`src/rtl/multi_channel_log_arbiter.sv`:
```
// Multi-channel log arbiter: round-robin grants over receiver FIFOs, with an
// optional channel header word before each burst on the single output link.
module multi_channel_log_arbiter #(
    parameter int         NUM_CH    = 4,
    parameter int         DATA_W    = 16,
    parameter int         BURST_LEN = 8,
    parameter bit         TAG_EN    = 1'b1,
    parameter logic [7:0] HDR_MARK  = 8'hA5
) (
    input  logic                     SYS_CLK,
    input  logic                     RSTn,
    input  logic                     ON,
    input  logic [NUM_CH-1:0]        CH_EN,
    input  logic [NUM_CH-1:0]        CH_EMPTY,
    input  logic [NUM_CH*DATA_W-1:0] CH_DATA,
    output logic [NUM_CH-1:0]        CH_READ_REQ,
    output logic [DATA_W-1:0]        OUT_DATA,
    output logic                     OUT_VALID,
    input  logic                     OUT_READY,
    output logic [7:0]               CUR_CH,
    output logic                     BUSY,
    output logic [15:0]              FRAME_CNT
);

    typedef enum logic [1:0] {ARB, HDR, DATA} state_t;

    localparam logic [7:0] LAST_CNT = 8'(BURST_LEN - 1);

    state_t              state, stateNext;
    logic [7:0]          rrPtr, curCh, wordCnt;
    logic [15:0]         frameCnt;
    logic [NUM_CH-1:0]   req;
    logic                anyReq, hiFound, grantFire;
    logic [7:0]          loIdx, hiIdx, grantIdx;
    logic                selEmpty;
    logic [DATA_W-1:0]   selData, hdrWord;
    logic                pop, burstEnd;

    assign req       = CH_EN & ~CH_EMPTY;
    assign grantFire = (state == ARB) && ON && anyReq;

    // Round-robin pick: lowest requester above the pointer, else lowest overall (wrap).
    always_comb begin
        anyReq  = 1'b0;
        hiFound = 1'b0;
        loIdx   = '0;
        hiIdx   = '0;
        for (int i = NUM_CH - 1; i >= 0; i--) begin
            if (req[i]) begin
                anyReq = 1'b1;
                loIdx  = 8'(i);
                if (8'(i) > rrPtr) begin
                    hiFound = 1'b1;
                    hiIdx   = 8'(i);
                end
            end
        end
        grantIdx = hiFound ? hiIdx : loIdx;
    end

    // Head word and empty flag of the granted channel.
    always_comb begin
        selEmpty = 1'b1;
        selData  = '0;
        for (int i = 0; i < NUM_CH; i++) begin
            if (curCh == 8'(i)) begin
                selEmpty = CH_EMPTY[i];
                selData  = CH_DATA[i*DATA_W +: DATA_W];
            end
        end
    end

    // Header word: marker in the top byte, channel number in the low byte.
    always_comb begin
        hdrWord                 = '0;
        hdrWord[DATA_W-1 -: 8]  = HDR_MARK;
        hdrWord[7:0]            = curCh;
    end

    // Next-state and output decode; a burst closes on the last counted word or an empty FIFO.
    always_comb begin
        stateNext = state;
        OUT_VALID = 1'b0;
        OUT_DATA  = '0;
        pop       = 1'b0;
        burstEnd  = 1'b0;
        case (state)
            ARB: begin
                if (ON && anyReq) stateNext = TAG_EN ? HDR : DATA;
            end
            HDR: begin
                OUT_VALID = 1'b1;
                OUT_DATA  = hdrWord;
                if (OUT_READY) stateNext = DATA;
            end
            DATA: begin
                OUT_VALID = ~selEmpty;
                OUT_DATA  = selData;
                pop       = ~selEmpty & OUT_READY;
                if (selEmpty || (pop && wordCnt == LAST_CNT)) begin
                    burstEnd  = 1'b1;
                    stateNext = ARB;
                end
            end
            default: stateNext = ARB;
        endcase
    end

    // State, grant registers, per-burst word count and completed-burst counter.
    always_ff @(posedge SYS_CLK or negedge RSTn) begin
        if (!RSTn) begin
            state    <= ARB;
            curCh    <= '0;
            rrPtr    <= 8'(NUM_CH - 1);
            wordCnt  <= '0;
            frameCnt <= '0;
        end else begin
            state <= stateNext;
            if (grantFire) begin
                curCh   <= grantIdx;
                rrPtr   <= grantIdx;
                wordCnt <= '0;
            end else if (pop) begin
                wordCnt <= wordCnt + 8'd1;
            end
            if (burstEnd) frameCnt <= frameCnt + 16'd1;
        end
    end

    // Pop strobe goes only to the granted channel, in the handshake cycle.
    for (genvar g = 0; g < NUM_CH; g++) begin : gPop
        assign CH_READ_REQ[g] = pop && (curCh == 8'(g));
    end

    assign CUR_CH    = curCh;
    assign BUSY      = (state != ARB);
    assign FRAME_CNT = frameCnt;

endmodule
```
`config.mk`:
```
export PLATFORM = sky130hd
export DESIGN_NAME = multi_channel_log_arbiter
export DESIGN_NICKNAME = d
export VERILOG_FILES = /design/src/rtl/multi_channel_log_arbiter.sv
export SDC_FILE = /design/constraint.sdc
export NUM_CORES = 1
export LEC_CHECK = 0
export ABC_AREA = 1
export CORE_AREA = 3 3 84 78
export DETAILED_ROUTE_END_ITERATION = 8
export DIE_AREA = 0 0 87 81
export GPL_ROUTABILITY_DRIVEN = 0
export PLACE_DENSITY_LB_ADDON = 0.25
export SLEW_MARGIN = 10
export SYNTH_ARGS = -nofsm -noshare
export SYNTH_HDL_FRONTEND = slang
export SYNTH_SLANG_ARGS = --single-unit
export TNS_END_PERCENT = 100
```
`constraint.sdc`:
```
create_clock -name SYS_CLK -period 3.2 [get_ports SYS_CLK]
set_input_delay 0.8 -clock SYS_CLK [delete_from_list [all_inputs] [get_ports SYS_CLK]]
set_output_delay 0.8 -clock SYS_CLK [all_outputs]
set_load 0.01 [all_outputs]
```
### Word level (Yosys, flattened, before mapping)

Cells that the tools add are included.

* flip-flop bits (word level): 42
* latch bits: 0
* RAM bits: 0
* memory bits (read-only): 0
* input port bits: 76
* memories: 0

* add/subtract/negate cells: 2
* multiply operators: 0
* divide/modulo/power cells: 0
* order comparisons: 4
* eq/ne operators: 9
* shift operators: 0
* multiplexer cells: 44
* bitwise gates (word level): 4
* reduce and logical (&&, ||, !) cells: 14

Operators by type and width (number)
* $mux 8: 12
* $mux 16: 4
* $pmux 16 s2: 1
* $mux 1: 19
* $add 16x1->16 const B: 1
* $eq 8x2->1 const B: 2
* $gt 1x8->1 const A: 2
* $gt 2x8->1 const A: 2
* $mux 2: 6
* $add 8x1->8 const B: 1
* $eq 8x1->1 const B: 1
* $eq 8x3->1 const B: 1
* $logic_and 1x1->1: 8
* $logic_not 8->1: 1
* $pmux 2 s3: 1
* $and 4x4->4: 1
* $ne 2x2->1 const B: 2
* $not 4->4: 1
* $reduce_bool 2->1: 2
* $reduce_and 3->1: 1
* $eq 2x1->1 const B: 1
* $eq 2x2->1 const B: 1
* $logic_not 2->1: 1
* $ne 2x1->1 const B: 1
* 4 further kinds: 4

### Logic depth before layout (Yosys ltp)

* depth after elaboration: 11
* gate-level depth with buffers: 11
* depth with buffers taken out: 10

### Worst setup path before layout

Ideal clock, no wire load.

* path type: in2out
* start point: in CH_EMPTY[1]
* end point: out CH_READ_REQ[1]
* arrival time: 1512 ps
* required time: 2400 ps
* setup slack: 888 ps
* cell stages on the path: 6
* buffers on the path: 1
* cells stage by stage: o21ai_2 > nand3_2 > nand2_2 > nand3_2 > buf_4 > nor3_2

* word-level cells in the longest chain between the ends: 7

RTL lines
* start: declaration: line 14 `input logic [NUM_CH-1:0] CH_EMPTY,`
* $mux 1 (3 in a row): line 66 `if (curCh == 8'(i)) begin`
* $not 1->1: line 99 `pop = ~selEmpty & OUT_READY;`
* $and 1x1->1: line 99
* $mux 1: line 87 `case (state)`
* $logic_and 1x1->1: line 132 `assign CH_READ_REQ[g] = pop && (curCh == 8'(g));`
* end: declaration: line 16 `output logic [NUM_CH-1:0] CH_READ_REQ,`

Every way passes these cells.

### Worst setup path after layout

* start point: in CH_EMPTY[1]
* end point: out CH_READ_REQ[3]

Same word-level chain as after synthesis.

==> results.sh <==
export IMPL_mostFrequentLayoutCells="nand2_1, clkdlybuf4s50_1, nand3_1, inv_1, o21ai_0"
export IMPL_cts_root_buf="clkbuf_8"
export IMPL_area_growth_pct=51.4
export IMPL_ys_seq_area_share_pct=29.4
export IMPL_diodes=0
export IMPL_reg2reg_slack_ns=1.31
export IMPL_die_w_um=87
export IMPL_wl_met1_um=3510
export IMPL_ant_nets=0
export IMPL_skew_ns=0.00491
export IMPL_dp_hpwl_um=6670
export IMPL_routed_wl_met2_um=3970
export IMPL_crit_arrival_ns=2.29
export IMPL_setup_violations=0
export IMPL_timing_hold_ws_ns=0.468
export IMPL_die_h_um=81
export IMPL_antenna_found_initial=0
export IMPL_multi_input_area_mm2=0.00157
export IMPL_clk_path_buf_depth=2
export IMPL_fin_util_pct=68.1
export IMPL_startpoint="CH_EMPTY[1]"
export IMPL_cts_tree="built"
export IMPL_top_layer="met4"
export IMPL_io_buffer_count=115
export IMPL_grt_pass1_wl_um=14000
export IMPL_numCtsBuffers=5
export IMPL_die_area_mm2=0.00705
export IMPL_p_total_mw=2.38
export IMPL_synth_distinct_cells=34
export IMPL_rows=26
export IMPL_drt_wl_total_um=8370
export IMPL_final_common_cell="nand2_1"
export IMPL_wl_per_cell_um=14.6
export IMPL_synth_seq_cells=30
export IMPL_clk_latency_ns=0.28
export IMPL_grtUsageTotal_pct=24.8
export IMPL_path_clk_slew_ns=0.06
export IMPL_first_pass_iters=4
export IMPL_endpoint_kind="primary output"
export IMPL_dr_wl_met3_um=685
export IMPL_power_density_mw_per_mm2=613
export IMPL_dp_cells=567
export IMPL_htree_levels=2
export IMPL_cts_sinks=30
export IMPL_grt_overflow_total=0
export IMPL_peakVddDrop_v=0.000492
export IMPL_rsz0062_at_grt="no"
export IMPL_r2r_start="CUR_CH[1]"
export IMPL_leakage_nw=1.88
export IMPL_syn_avg_cell_area_um2=6.60
export IMPL_io_pins=122
export IMPL_finalNetCount=587
export IMPL_worstPathMaxFanout=5
export IMPL_tns_ns=0
export IMPL_critPathRequiredTime_ns=2.40
export IMPL_drv_cap=0
export IMPL_crit_type="input port to primary output"
export IMPL_drtIter0Drc=165
export IMPL_finalCritPeriodShare_pct=96.6
export IMPL_drive_gt1_share_pct=7.52
export IMPL_endpoint="CH_READ_REQ[3]"
export IMPL_yosys_warnings=0
export IMPL_r2r_cells=10
export IMPL_fillers=503
export IMPL_period_needed_ns=3.09
export IMPL_ff_latch_area_um2=754
export IMPL_max_freq_mhz=323
export IMPL_grt_max_degree=31
export IMPL_start_util_pct=45.0
export IMPL_drc_errors=0
export IMPL_finalMaxSlewViolations=0
export IMPL_synth_area_mm2=0.00256
export IMPL_status="finished clean"
export IMPL_hold_violations=0
export IMPL_hp_class="register to register"
export IMPL_postSynthCellCount=388
export IMPL_via_per_inst=5.18
export IMPL_vias=2980
export IMPL_fin_cells=575
export IMPL_core_mm2=0.00569
export IMPL_start_kind="input port"
export IMPL_timing_rr_end="FRAME_CNT[12]"
export IMPL_grt_pass1_vias=2871
how the worst min path moves through the flow:
stage	start	to	slack, ns	cells past startpoint
floorplan	rrPtr[0]	rrPtr[0]	0.45	2
CTS	rrPtr[0]	rrPtr[0]	0.48	2
finish	rrPtr[0]	rrPtr[0]	0.47	2
global placement	rrPtr[0]	rrPtr[0]	0.46	2
global route	rrPtr[0]	rrPtr[0]	0.49	2
detailed placement	rrPtr[0]	rrPtr[0]	0.47	2
kinds of logic (layout without fill, tap and decap cells):
| kind of cell | Yosys count | count (layout) | share of synthesized area (%) |
|---|---|---|---|
| XOR/XNOR | 17 | 17 | 5.81 |
| flip-flops | 30 | 30 | 29.4 |
| other | 1 | 6 | 0.146 |
| AO/OA/AOI/OAI | 50 | 50 | 11.8 |
| AND/OR/NAND/NOR | 223 | 223 | 38.4 |
| buffers and inverters | 60 | 172 | 11.0 |
| adder cells (fa/ha/maj) | 7 | 7 | 3.42 |
worst max-delay path: stages:
cell	delay, ns
clkdlybuf4s50_1	0.44
o21ai_2	0.13
nand3_2	0.08
nand2_2	0.10
nand3_4	0.10
nor2_1	0.10
clkdlybuf4s50_1	0.54
synthesized netlist by cell type:
cell type	number	area, um^2
nand2_1	123	462
nand3_1	48	240
inv_1	37	139
dfrtp_1	28	701
o21ai_0	28	140
nor2_1	23	86.3
o211ai_1	13	97.6
xor2_1	10	87.6
buf_4	9	67.6
ha_1	7	87.6
nand4_1	7	43.8
xnor2_1	7	61.3
nor3_1	6	30.0
buf_2	5	25.0
clkbuf_1	5	18.8
or2_2	4	25.0
nand2_2	3	18.8
or2_1	3	18.8
a21oi_1	2	10.0
buf_6	2	22.5
dfstp_2	2	52.6
nand3_2	2	20.0
o21bai_1	2	15.0
o221ai_1	2	17.5
conb_1	1	3.75
inv_2	1	3.75
inv_4	1	6.26
nand2_4	1	11.3
nand3b_1	1	7.51
nor2_4	1	11.3
nor3_2	1	10.0
o21ai_1	1	5.00
o21ai_2	1	8.76
o31ai_1	1	7.51
power by group:
group          switching [mW]  total [mW]  internal (mW)
registers               0.136       0.624          0.488
logic                   0.806        1.47          0.660
clock network           0.137       0.287          0.150
cell type report:
| cell class | instances | area share (%) |
|---|---|---|
| clock buffer | 6 | 1.87 |
| clock inverter | 2 | 0.258 |
| timing repair buffer | 125 | 31.9 |
| tap | 70 | 2.26 |
| sequential | 30 | 19.5 |
| multi-input combinational | 303 | 40.4 |
| inverter | 39 | 3.94 |
repair_timing:
item	in CTS	in global routing
gates resized for setup	0	10
hold buffers	0	0
setup endpoints to repair	0	18
setup buffers	0	0
sequential cells by signal (all words and copies together) (netlist names):
| register | count |
|---|---|
| CUR_CH | 2 |
| FRAME_CNT | 16 |
| rrPtr | 2 |
| state | 2 |
| wordCnt | 8 |
per-stage QoR:
stage	worst slack, ns	instance area [um^2]
3_5_place_dp	0.0122	3760
5_1_grt	0.00444	3880
6_report	0.109	3880
3_3_place_gp	0.0335	3760
2_1_floorplan	0.888	2580
4_1_cts	0.00596	3840
layer usage:
layer | vias up | track usage (%)
li1 | 1481 | -
met1 | 1368 | 31.9
met2 | 114 | 42.6
met3 | 17 | 4.87
met4 | 0 | 6.39
met5 | - | 0
Note: power is estimated with default switching activity, not from simulation.
